**config.mk**
```make
export PLATFORM = sky130hd
export DESIGN_NAME = data_ram_arbiter
export DESIGN_NICKNAME = d
export VERILOG_FILES = /design/src/rtl/data_ram_arbiter_pkg.sv /design/src/rtl/data_ram_arbiter_rr_arb2.sv /design/src/rtl/data_ram_arbiter.sv
export SDC_FILE = /design/constraint.sdc
export NUM_CORES = 1
export LEC_CHECK = 0
export ABC_CLOCK_PERIOD_IN_PS = 1650
export CAP_MARGIN = 20
export CORE_AREA = 2 2 128 130
export CTS_BUF_LIST = sky130_fd_sc_hd__clkbuf_4
export DETAILED_ROUTE_END_ITERATION = 16
export DIE_AREA = 0 0 130 132
export HOLD_SLACK_MARGIN = 0.05
export PLACE_DENSITY = 0.89
export SLEW_MARGIN = 10
export SYNTH_ARGS = -nofsm -noshare
export SYNTH_HDL_FRONTEND = slang
export SYNTH_SLANG_ARGS = --single-unit
```
**constraint.sdc**
```tcl
create_clock -name clk -period 1.65 [get_ports clk]
set_input_delay 0.495 -clock clk [delete_from_list [all_inputs] [get_ports clk]]
set_output_delay 0.495 -clock clk [all_outputs]
set_load 0.005 [all_outputs]
```
**src/rtl/data_ram_arbiter_pkg.sv**
```systemverilog
// Shared types for the data_ram arbiter: FSM state codes, master IDs and the
// request bundle latched into the RAM-side output registers.
package data_ram_arbiter_pkg;

  localparam logic        RST_ENABLE        = 1'b1;
  localparam int unsigned DEFAULT_MAX_BURST = 8;

  typedef enum logic [1:0] {
    ST_IDLE   = 2'd0,
    ST_ACCESS = 2'd1,
    ST_DONE   = 2'd2
  } state_e;

  typedef enum logic {
    MST_CPU = 1'b0,
    MST_DMA = 1'b1
  } master_e;

  typedef struct packed {
    logic        we;
    logic [31:0] addr;
    logic [3:0]  sel;
    logic [31:0] data;
  } ram_req_t;

  function automatic ram_req_t pack_req(input logic        we,
                                        input logic [31:0] addr,
                                        input logic [3:0]  sel,
                                        input logic [31:0] data);
    ram_req_t r;
    r.we   = we;
    r.addr = addr;
    r.sel  = sel;
    r.data = data;
    return r;
  endfunction

endpackage

```
**src/rtl/data_ram_arbiter_rr_arb2.sv**
```systemverilog
// Combinational two-way round-robin pick. force0 hands master 0 the grant
// after a forced burst-lock release so it cannot be starved.
module rr_arb2
  import data_ram_arbiter_pkg::*;
(
  input  logic [1:0] req,
  input  master_e    last,
  input  logic       force0,
  output master_e    gnt
);

  always_comb begin
    // NOTE: every output of a combinational block gets a default first, so no
    // path leaves it unassigned and no latch is inferred.
    gnt = MST_CPU;
    if (force0 && req[0]) begin
      gnt = MST_CPU;
    end else if (req == 2'b11) begin
      gnt = (last == MST_CPU) ? MST_DMA : MST_CPU;
    end else if (req[1]) begin
      gnt = MST_DMA;
    end
  end

endmodule

```
**src/rtl/data_ram_arbiter.sv**
```systemverilog
// Two-master arbiter and access sequencer for the single-port data_ram:
// IDLE arbitrates and latches the request, ACCESS drives the RAM, DONE acks.
module data_ram_arbiter
  import data_ram_arbiter_pkg::*;
#(
  parameter int unsigned MAX_BURST = DEFAULT_MAX_BURST
) (
  input  logic        clk,
  input  logic        rst,

  input  logic        m0_req_i,
  input  logic        m0_we_i,
  input  logic [31:0] m0_addr_i,
  input  logic [3:0]  m0_sel_i,
  input  logic [31:0] m0_data_i,
  output logic        m0_ack_o,
  output logic [31:0] m0_data_o,
  output logic        m0_stall_o,

  input  logic        m1_req_i,
  input  logic        m1_we_i,
  input  logic [31:0] m1_addr_i,
  input  logic [3:0]  m1_sel_i,
  input  logic [31:0] m1_data_i,
  input  logic        m1_lock_i,
  output logic        m1_ack_o,
  output logic [31:0] m1_data_o,

  output logic        ram_ce_o,
  output logic        ram_we_o,
  output logic [31:0] ram_addr_o,
  output logic [3:0]  ram_sel_o,
  output logic [31:0] ram_data_o,
  input  logic [31:0] ram_data_i
);

  localparam int              CNT_W       = $clog2(MAX_BURST + 1);
  localparam logic [CNT_W-1:0] BURST_LIMIT = CNT_W'(MAX_BURST);

  state_e           state_q, state_n;
  master_e          gnt_q, last_q, last_n, arb_gnt, win;
  logic             lock_q, lock_n, lock_hold, force0, take;
  logic [CNT_W-1:0] cnt_q, cnt_n;
  logic [1:0]       req_vec, ack_q;
  ram_req_t         m0_r, m1_r, win_req;

  logic             ce_q, we_q;
  logic [31:0]      addr_q, wdata_q, m0_rdata_q, m1_rdata_q;
  logic [3:0]       sel_q;

  assign req_vec = {m1_req_i, m0_req_i};
  assign m0_r    = pack_req(m0_we_i, m0_addr_i, m0_sel_i, m0_data_i);
  assign m1_r    = pack_req(m1_we_i, m1_addr_i, m1_sel_i, m1_data_i);

  // The lock survives an arbitration only while master 1 keeps both its
  // request and lock up and still has burst budget left.
  assign lock_hold = lock_q & m1_lock_i & m1_req_i & (cnt_q < BURST_LIMIT);
  assign force0    = lock_q & ~lock_hold;

  rr_arb2 u_rr_arb2 (
    .req    (req_vec),
    .last   (last_q),
    .force0 (force0),
    .gnt    (arb_gnt)
  );

  always_comb begin
    state_n = state_q;
    take    = 1'b0;
    lock_n  = lock_q;
    cnt_n   = cnt_q;
    last_n  = last_q;
    win     = lock_hold ? MST_DMA : arb_gnt;
    win_req = (win == MST_DMA) ? m1_r : m0_r;

    unique case (state_q)
      ST_IDLE: begin
        lock_n = 1'b0;
        cnt_n  = '0;
        if (|req_vec) begin
          take    = 1'b1;
          state_n = ST_ACCESS;
          // The tie-turn pointer moves only on contested arbitrations.
          if (&req_vec) last_n = win;
          if (win == MST_DMA && m1_lock_i) begin
            lock_n = 1'b1;
            cnt_n  = (lock_hold ? cnt_q : '0) + CNT_W'(1);
          end
        end
      end
      ST_ACCESS: state_n = ST_DONE;
      ST_DONE:   state_n = ST_IDLE;
      default:   state_n = ST_IDLE;
    endcase
  end

  // NOTE: sequential state uses non-blocking assignments so every register
  // samples the pre-edge values regardless of statement order.
  always_ff @(posedge clk) begin
    if (rst == RST_ENABLE) begin
      state_q    <= ST_IDLE;
      gnt_q      <= MST_CPU;
      last_q     <= MST_DMA;
      lock_q     <= 1'b0;
      cnt_q      <= '0;
      ce_q       <= 1'b0;
      we_q       <= 1'b0;
      addr_q     <= '0;
      sel_q      <= '0;
      wdata_q    <= '0;
      ack_q      <= '0;
      m0_rdata_q <= '0;
      m1_rdata_q <= '0;
    end else begin
      state_q <= state_n;
      lock_q  <= lock_n;
      cnt_q   <= cnt_n;
      last_q  <= last_n;
      ack_q   <= '0;
      unique case (state_q)
        ST_IDLE: begin
          if (take) begin
            ce_q    <= 1'b1;
            we_q    <= win_req.we;
            addr_q  <= win_req.addr;
            sel_q   <= win_req.sel;
            wdata_q <= win_req.data;
            gnt_q   <= win;
          end
        end
        ST_ACCESS: begin
          ce_q  <= 1'b0;
          we_q  <= 1'b0;
          ack_q <= (gnt_q == MST_DMA) ? 2'b10 : 2'b01;
          if (!we_q) begin
            if (gnt_q == MST_DMA) m1_rdata_q <= ram_data_i;
            else                  m0_rdata_q <= ram_data_i;
          end
        end
        default: ;
      endcase
    end
  end

  assign m0_ack_o   = ack_q[0];
  assign m1_ack_o   = ack_q[1];
  assign m0_data_o  = m0_rdata_q;
  assign m1_data_o  = m1_rdata_q;
  assign m0_stall_o = m0_req_i & ~ack_q[0];

  // Reset gates the strobes combinationally so an in-flight write never lands.
  assign ram_ce_o   = ce_q & ~rst;
  assign ram_we_o   = we_q & ce_q & ~rst;
  assign ram_addr_o = addr_q;
  assign ram_sel_o  = sel_q;
  assign ram_data_o = wdata_q;

endmodule
```
; ---- Word level (Yosys, flattened, before mapping)
; Cells that the tools add are included.
; W data, S select, Z words.
[totals]
regBits = 145
input_bits = 175
output_inout_bits = 137
word_cells = 64
[op_classes]
n_addsub = 1
magnitude_cmp = 1
eq_ne = 4
muxes = 20
bitwise_logic = 14
reduce_logical = 11
[op_table]
columns = cell, n
row1 = $mux W69, 1
row2 = $mux W4, 3
row3 = $mux W1, 11
row4 = $and A1 B1 Y1, 8
row5 = $not A1 Y1, 6
row6 = $reduce_and A3 Y1, 2
row7 = $add A4 B1 Y4 const B, 1
row8 = $lt A4 B4 Y1 const B, 1
row9 = $mux W2, 2
row10 = $ne A2 B2 Y1 const B, 2
row11 = $pmux W1 S2, 2
row12 = $pmux W2 S2, 1
row13 = $reduce_and A2 Y1, 2
row14 = $reduce_and A4 Y1, 1
row15 = $reduce_or A2 Y1, 2
row16 = $eq A2 B1 Y1 const B, 1
row17 = $eq A2 B2 Y1 const B, 1
row18 = $logic_and A1 B1 Y1, 2
row19 = $logic_not A2 Y1, 1
row20 = $reduce_bool A2 Y1, 1

; ---- Longest topological paths before layout
; Gate-level depths: netlist of the first run.
[depth]
word_depth = 11
depth_mapped = 7
ltp_nobuf = 6

; ---- Hierarchy
; Synthesis of the first run repeated with hierarchy kept, for this count alone.
[unflattened]
cells_unflattened = 723
hier_area_um2 = 6128.4
[modules_own_cells]
columns = module, n_inst, cells_each, area_per_inst_um2, seq_area_each_um2
row1 = data_ram_arbiter, 1, 721, 6117.1, 2902.8
row2 = rr_arb2, 1, 2, 11.3, 0.0

; ---- Worst setup path after synthesis of the first run
; No wires, ideal clock.
[synth_timing]
path_kind = input port to flip-flop
start = input port m1_lock_i
end = register we_q
setup_ps = 115
arrival_time_ps = 1500
required_time_ps = 1535
setup_slack_ps = 36
cell_stages = 6
path_buffers = 2
cell_sequence = and3b_1 -> o21ai_0 -> buf_2 -> buf_2 -> mux2i_1 -> o21ai_2
[synth_via]
elab_chain_len = 11
[synth_lines]
columns = element, line
row1 = start: declaration, data_ram_arbiter.sv:25  ; input logic m1_lock_i,
row2 = $and A1 B1 Y1 * (3 in series), data_ram_arbiter.sv:57  ; assign lock_hold = lock_q & m1_lock_i & m1_req_i & (cnt_q < BURST_LIMIT);
row3 = $not A1 Y1, data_ram_arbiter.sv:58  ; assign force0 = lock_q & ~lock_hold;
row4 = $and A1 B1 Y1, data_ram_arbiter.sv:58
row5 = $logic_and A1 B1 Y1, data_ram_arbiter_rr_arb2.sv:16  ; if (force0 && req[0]) begin
row6 = $mux W1, data_ram_arbiter_rr_arb2.sv:16
row7 = $mux W1 *, data_ram_arbiter.sv:73  ; win = lock_hold ? MST_DMA : arb_gnt;
row8 = $mux W69 *, data_ram_arbiter.sv:74  ; win_req = (win == MST_DMA) ? m1_r : m0_r;
row9 = $mux W1 *, data_ram_arbiter.sv:122  ; if (take) begin
row10 = $pmux W1 S2 *, data_ram_arbiter.sv:120  ; unique case (state_q)
row11 = end signal: assignment, data_ram_arbiter.sv:124  ; we_q <= win_req.we;
row12 = end: declaration, data_ram_arbiter.sv:47  ; logic ce_q, we_q;
; Every way passes the cells marked *; elsewhere a longest branch is shown, timed or not. The select of a mux whose other input is x is not followed.
; A chain may end at the register's enable or synchronous reset.

; ---- Worst setup path in the final report of the first run
[layout_timing]
start = register ce_q
end = output port ram_we_o
[layout_via]
elab_chain_len = 2
[layout_lines]
columns = element, line
row1 = start: declaration, data_ram_arbiter.sv:47
row2 = start signal: assignment, data_ram_arbiter.sv:106  ; ce_q <= 1'b0;
row3 = start signal: assignment, data_ram_arbiter.sv:123  ; ce_q <= 1'b1;
row4 = start signal: assignment, data_ram_arbiter.sv:132  ; ce_q <= 1'b0;
row5 = $and A1 B1 Y1 (2 in series), data_ram_arbiter.sv:153  ; assign ram_we_o = we_q & ce_q & ~rst;
row6 = end: declaration, data_ram_arbiter.sv:30  ; output logic ram_we_o,
; Every way passes these cells.

==> reports/metrics.yaml, run 1 <==
outcome:
  status: "finished with violations"
  violations: "negative setup slack"
synth:
  synthXorXnorAreaFrac_pct: 0.157
  syn_area_um2: 5570
  synth_warnings: 0
  synth_compound_area_share_pct: 13.2
  synth_area_per_cell_um2: 8.68
  synth-simple-area-share_pct: 16.8
  synthDistinctLibCells: 33
  synth_cells: 642
  async_flop_share_pct: 0
  synth_top_family_by_area: "simple AND/OR/NAND/NOR gates"
  synthFlopType: "dfxtp_1"
  synth-seq-cells: 145
  synthMuxAreaShare_pct: 12.4
  synth_fa_ha_area_share_pct: 0.225
  syn_nets: 818
  synth_edf_count: 0
  ys_seq_area_share_pct: 52.1
sta:
  fin_ws_ns: -0.0862
  setup_viol: 9
  finClkSkew_ns: 0.0144
  timing.final.crit_share_pct: 105
  period_minus_slack_ns: 1.74
  finalHoldWorstSlack_ns: 0.400
  maxSlewViolCount: 0
  slew_headroom_pct: 51.7
  timing.fmax_mhz: 576
  tightestPinTransition_ns: 0.724
  hold_viol: 0
  rsz0062_at_grt: "true"
placed_design:
  dp_hpwl_um: 13600
  numPortBuffers: 311
  place_congestion: 0.814
setup_path:
  worstSetupStartpoint: "ce_q"
  startpoint_type: "flop"
  path_class: "reg -> out"
  cp_max_fo: 2
  worstSetupEndpointType: "primary output"
  regToRegStartpoint: "cnt_q[3]"
  arrival_ns: 1.24
  worstPathRequired_ns: 1.15
global_route:
  grt_max_degree: 73
  grt_overflow_total: 0
  grt.total_usage_pct: 21.6
  grt_pass1_vias: 5825
  antenna_found_initial: 1
  grt_pass1_wl_um: 28900
clock_network:
  cts_made_buffers: 17
  clk_pin_slew_ns: 0.13
  cts_tree: "done"
  clkSinkCount: 145
  root_buffer: "clkbuf_4"
  cts.hold.buffers_added: 0
  clock_path_buffers: 2
  cts.htree.levels: 4
  clk_latency_ns: 0.54
layout:
  fillers: 1324
  regArea_um2: 3070
  area_growth_pct: 70.3
  multiInputGateArea_um2: 2470
  drive_gt1_share_pct: 36.4
  nNetsFinal: 1168
floorplan:
  fp.dieH_um: 132
  initial_utilization_pct: 35.5
  pin_count: 312
  core_um2: 15700
  num_rows: 46
  dieWidth_um: 130
  dieArea_um2: 17200
drt:
  wl_per_cell_um: 15.8
  routed_via_density: 4.80
  wl_um: 19300
  drt-pass1-iter-count: 5
  drt_iter0_drc: 248
  ant_nets: 0
  drc: 0
  vias: 5863
run:
  cap_violations: 0
power_and_ir_drop:
  power_density_nw_per_um2: 857
  power_uw: 8130
  vdd_drop_max_uv: 429
  p_leak_uw: 0.00415
worst_hold_path:
  worstHoldStart: "rst"
  hp-class: "in -> reg"
## metrics by stage
step	cell area (µm²)	std cells	util (%)	setup WS (ns)	setup TNS, ns
floorplan	5570	642	-	0.0355	0
global placement	9100	1160	57.9	-0.620	-42.54
detailed placement	9100	1160	57.9	-0.671	-46.66
CTS	9580	1207	61.0	-0.129	-0.422
global route	9490	1222	60.4	-0.181	-0.806
finish	9490	1222	60.4	-0.0862	-0.282
## layout by cell type (no fill, tap or decap), types with 9 or more instances in the layout
cell,count
o21ai_1,69
nand2_1,204
clkbuf_2,45
buf_4,46
dfxtp_1,10
a21oi_1,66
mux2i_1,61
clkdlybuf4s15_1,26
clkbuf_4,19
clkdlybuf4s50_1,172
buf_12,9
buf_2,59
dfxtp_2,135
## Yosys cell counts, types with 2 or more instances
cell type | count | share of area [%]
nand3_1 | 2 | 0.18
clkbuf_1 | 21 | 1.4
nand2_1 | 204 | 14
o21ai_1 | 67 | 6.0
dfxtp_1 | 145 | 52
a22oi_1 | 2 | 0.27
nor2_1 | 6 | 0.40
or3_1 | 2 | 0.22
o21ai_0 | 6 | 0.54
inv_1 | 3 | 0.20
and2_1 | 3 | 0.34
buf_2 | 17 | 1.5
buf_6 | 9 | 1.8
mux2i_1 | 69 | 12
nand4_1 | 2 | 0.22
nor2b_1 | 2 | 0.22
a21oi_1 | 66 | 5.9
## worst max-delay path, stage by stage (launching register included)
cell,delay [ns]
dfxtp_2,0.34
nor2b_4,0.14
and2_4,0.14
buf_6,0.09
## per-layer routing
layer | vias up | global-route usage [%] | part of all wire, %
li1 | 2846 | - | -
met1 | 2685 | 22.5 | 38
met2 | 280 | 38.9 | 51
met3 | 52 | 6.53 | 7.8
met4 | 0 | 10.3 | 3.6
met5 | - | 0 | 0
## kinds of logic (layout without fill, tap and decap cells)
group / count (synthesis) / in the layout
simple gates: 231 / 231
flops: 145 / 145
compound gates: 144 / 144
mux: 69 / 69
buf+inv: 51 / 414
fa+ha+maj: 1 / 1
xor+xnor: 1 / 1
other cells: 0 / 1
## area by class of cell
cell class / count / share of cell area, %
Antenna cell: 1 / 0.0264
Clock buffer: 19 / 1.50
Clock inverter: 13 / 1.86
Inverter: 3 / 0.119
Multi-Input combinational cell: 446 / 26.0
Sequential cell: 145 / 32.4
Tap cell: 216 / 2.85
Timing Repair Buffer: 379 / 35.3
## repair_timing
action / CTS / global route
resized for setup: 512 / 101
setup endpoints to repair: 167 / 116
cloned: 0 / 5
pin swaps: 1 / 4
setup buffers: 15 / 9
## path summary, 6_finish.rpt
kind	to	slack [ns]	cells past startpoint
max	ram_we_o	-0.09	3
min	ce_q	0.40	5
max reg2reg	ram_data_o[7]	0.03	7
min reg2reg	ram_data_o[13]	0.45	2
## flip-flops by register name (all words and copies together), names as in the netlist
signal / count
m0_data_o: 32
ram_data_o: 32
m1_data_o: 32
ce_q: 1
ack_q: 2
cnt_q: 4
ram_addr_o: 32
state_q: 2
ram_sel_o: 4
we_q: 1
lock_q: 1
gnt_q: 1
last_q: 1
## power breakdown
| part | leakage [µW] | internal, µW | total, µW | switching, µW |
|---|---|---|---|---|
| clock | 0.000162 | 1110 | 2520 | 1410 |
| combinational | 0.00274 | 978 | 1700 | 723 |
| sequential | 0.00124 | 3790 | 3910 | 124 |
| total | 0.00415 | 5880 | 8130 | 2250 |
Power figures use the tool's default switching activity.
==> run 2: changes to the inputs <==
==> constraint.sdc (replaced) <==
create_clock -name clk -period 1.65 [get_ports clk]
set_input_delay 0.33 -clock clk [delete_from_list [all_inputs] [get_ports clk]]
set_output_delay 0.33 -clock clk [all_outputs]
set_load 0.005 [all_outputs]
==> reports/metrics.yaml, run 2 (same netlist as run 1, synthesis figures left out) <==
sta:
  tightestPinTransition_ns: 0.690  # -0.0344 ns
  maxSlewViolCount: 0  # unchanged
  period_minus_slack_ns: 1.63  # -0.102 ns
  setup_viol: 0  # -9
  timing.fmax_mhz: 612  # +6.2%
  rsz0062_at_grt: "true"
  finClkSkew_ns: 0.0174  # +0.00299 ns
  timing.final.crit_share_pct: 99.1  # -6.2 points
  hold_viol: 0  # unchanged
  setup_tns_ns: 0  # +0.282 ns
  slew_headroom_pct: 54.0  # +2.3 points
global_route:
  grt_max_degree: 70  # -4.1%
  grt_pass1_vias: 5685  # -2.4%
  grt_pass1_wl_um: 28400  # -1.8%
  antenna_found_initial: 1  # unchanged
  grt_overflow_total: 0  # unchanged
  grt.total_usage_pct: 21.1  # -0.52 points
floorplan:
  pin_count: 312  # unchanged
  dieArea_um2: 17200  # unchanged
  dieWidth_um: 130  # unchanged
  fp.dieH_um: 132  # unchanged
  initial_utilization_pct: 35.5  # unchanged
  core_um2: 15700  # unchanged
  num_rows: 46  # unchanged
layout:
  drive_gt1_share_pct: 17.9  # -19 points
  fillers: 1363  # +2.9%
  area_growth_pct: 69.3
  final_cell_mix: "nand2_1, clkdlybuf4s50_1, dlygate4sd2_1"
  regArea_um2: 3010  # -2.2%
  final_common_cell: "nand2_1"
  fin_cells: 1200  # -1.8%
  multiInputGateArea_um2: 2440  # -1.0%
  design_area_um2: 9430  # -0.62%
  nNetsFinal: 1146  # -1.9%
clock_network:
  cts.hold.buffers_added: 0  # unchanged
  clk_latency_ns: 0.53  # about the same
  cts_made_buffers: 17  # unchanged
  clkSinkCount: 145  # unchanged
  clk_pin_slew_ns: 0.13  # about the same
  cts_tree: "done"
  root_buffer: "clkbuf_4"
  clock_path_buffers: 2  # unchanged
  cts.htree.levels: 4  # unchanged
power_and_ir_drop:
  p_leak_uw: 0.00435  # +4.9%
  vdd_drop_max_uv: 435  # +1.3%
  power_density_nw_per_um2: 808  # -5.7%
drt:
  drc: 0  # unchanged
  drt_iter0_drc: 187  # -25%
  wl_per_cell_um: 15.7  # -0.50%
  ant_nets: 0  # unchanged
  routed_via_density: 4.76  # -0.81%
  wl_um: 18800  # -2.3%
  drt-pass1-iter-count: 4  # -1
  vias: 5711  # -2.6%
setup_path:
  worstSetupEndpointType: "flop"
  startpoint_type: "flop"
  arrival_ns: 2.06  # +0.82 ns
  cp_max_fo: 7  # +5
  path_class: "reg -> reg"
  worstPathRequired_ns: 2.08  # +0.93 ns
placed_design:
  numPortBuffers: 311  # unchanged
  dp.cells: 1160  # unchanged
  placed_cell_area_um2: 9110  # +0.14%
  dp_hpwl_um: 13900  # +2.2%
  place_congestion: 0.819  # +0.61%
run:
  cap_violations: 0  # unchanged
worst_hold_path:
  hp-class: "in -> reg"
outcome:
  status: "finished, final reports clean"
==> run 2: changes by cell type in the layout (fill, tap and decap cells not counted), sizes merged, moves of 3 or more <==
| cell | change |
|---|---|
| clkinv | +8 |
| buf | -78 |
| clkdlybuf4s15 | -32 |
| dlygate4sd2 | +133 |
| clkbuf | -47 |
| inv | -3 |
==> run 2: timing repair <==
| item | 4_1_cts | 5_1_grt |
|---|---|---|
| gates resized for setup | 226 | 15 |
| gates cloned | 0 | 3 |
| endpoints found under the setup margin | 137 | 16 |
| buffers inserted | 4 | 0 |
| pin swaps | 0 | 2 |
==> run 2: final timing paths <==
path / slack [ns] / startpoint / depth (start not counted) / endpoint
setup / recovery: 0.02 / cnt_q[3] / 6 / ram_data_o[7]
hold / removal: 0.18 / rst / 3 / ack_q[0]
hold reg to reg: 0.45 / ram_addr_o[8] / 2 / ram_addr_o[8]
setup reg to reg: 0.02 / cnt_q[3] / 6 / ram_data_o[7]
==> run 2: worst max-delay path, stage by stage, from the launching register on <==
cell	delay, ns
dfxtp_2	0.36
and3b_1	0.22
o21ai_4	0.28
clkbuf_16	0.24
buf_12	0.13
mux2i_2	0.23
o21ai_1	0.08
==> run 2: layout make-up <==
| type | instances | share of cell area [%] |
|---|---|---|
| antenna | 1 | 0.0265 |
| clock inverter | 14 | 1.25 |
| inverter | 3 | 0.119 |
| multi-input combinational | 446 | 25.9 |
| clock buffer | 18 | 1.43 |
| timing repair buffer | 357 | 36.5 |
| sequential | 145 | 31.9 |
| tap | 216 | 2.87 |
==> run 2: metrics by stage <==
stage / total power (µW) / utilization [%] / setup WS [ns] / hold slack, ns
finish: 7620 / 60.0 / 0.0156 / 0.176
global route: 7990 / 60.0 / -0.0367 / 0.149
CTS: 7620 / 59.3 / 0.0106 / 0.0835
detailed placement: 5700 / 58.0 / -0.441 / 0.440
global placement: 5650 / 58.0 / -0.357 / 0.434
floorplan: 4540 / - / 0.190 / 0.437
==> run 2: metal layers <==
metal  vias to the layer above  track usage, %  part of all wire, %
met3                        40            6.94                  7.8
met1                      2637            21.4                   37
met4                         0            9.44                  3.2
met2                       239            38.6                   52
met5                         -               0                    0
li1                       2795               -                    -
==> run 2: report_power, final <==
part / total (µW) / internal [µW] / switching [µW]
clock: 2080 / 758 / 1320
combinational: 1660 / 951 / 707
sequential: 3880 / 3770 / 114
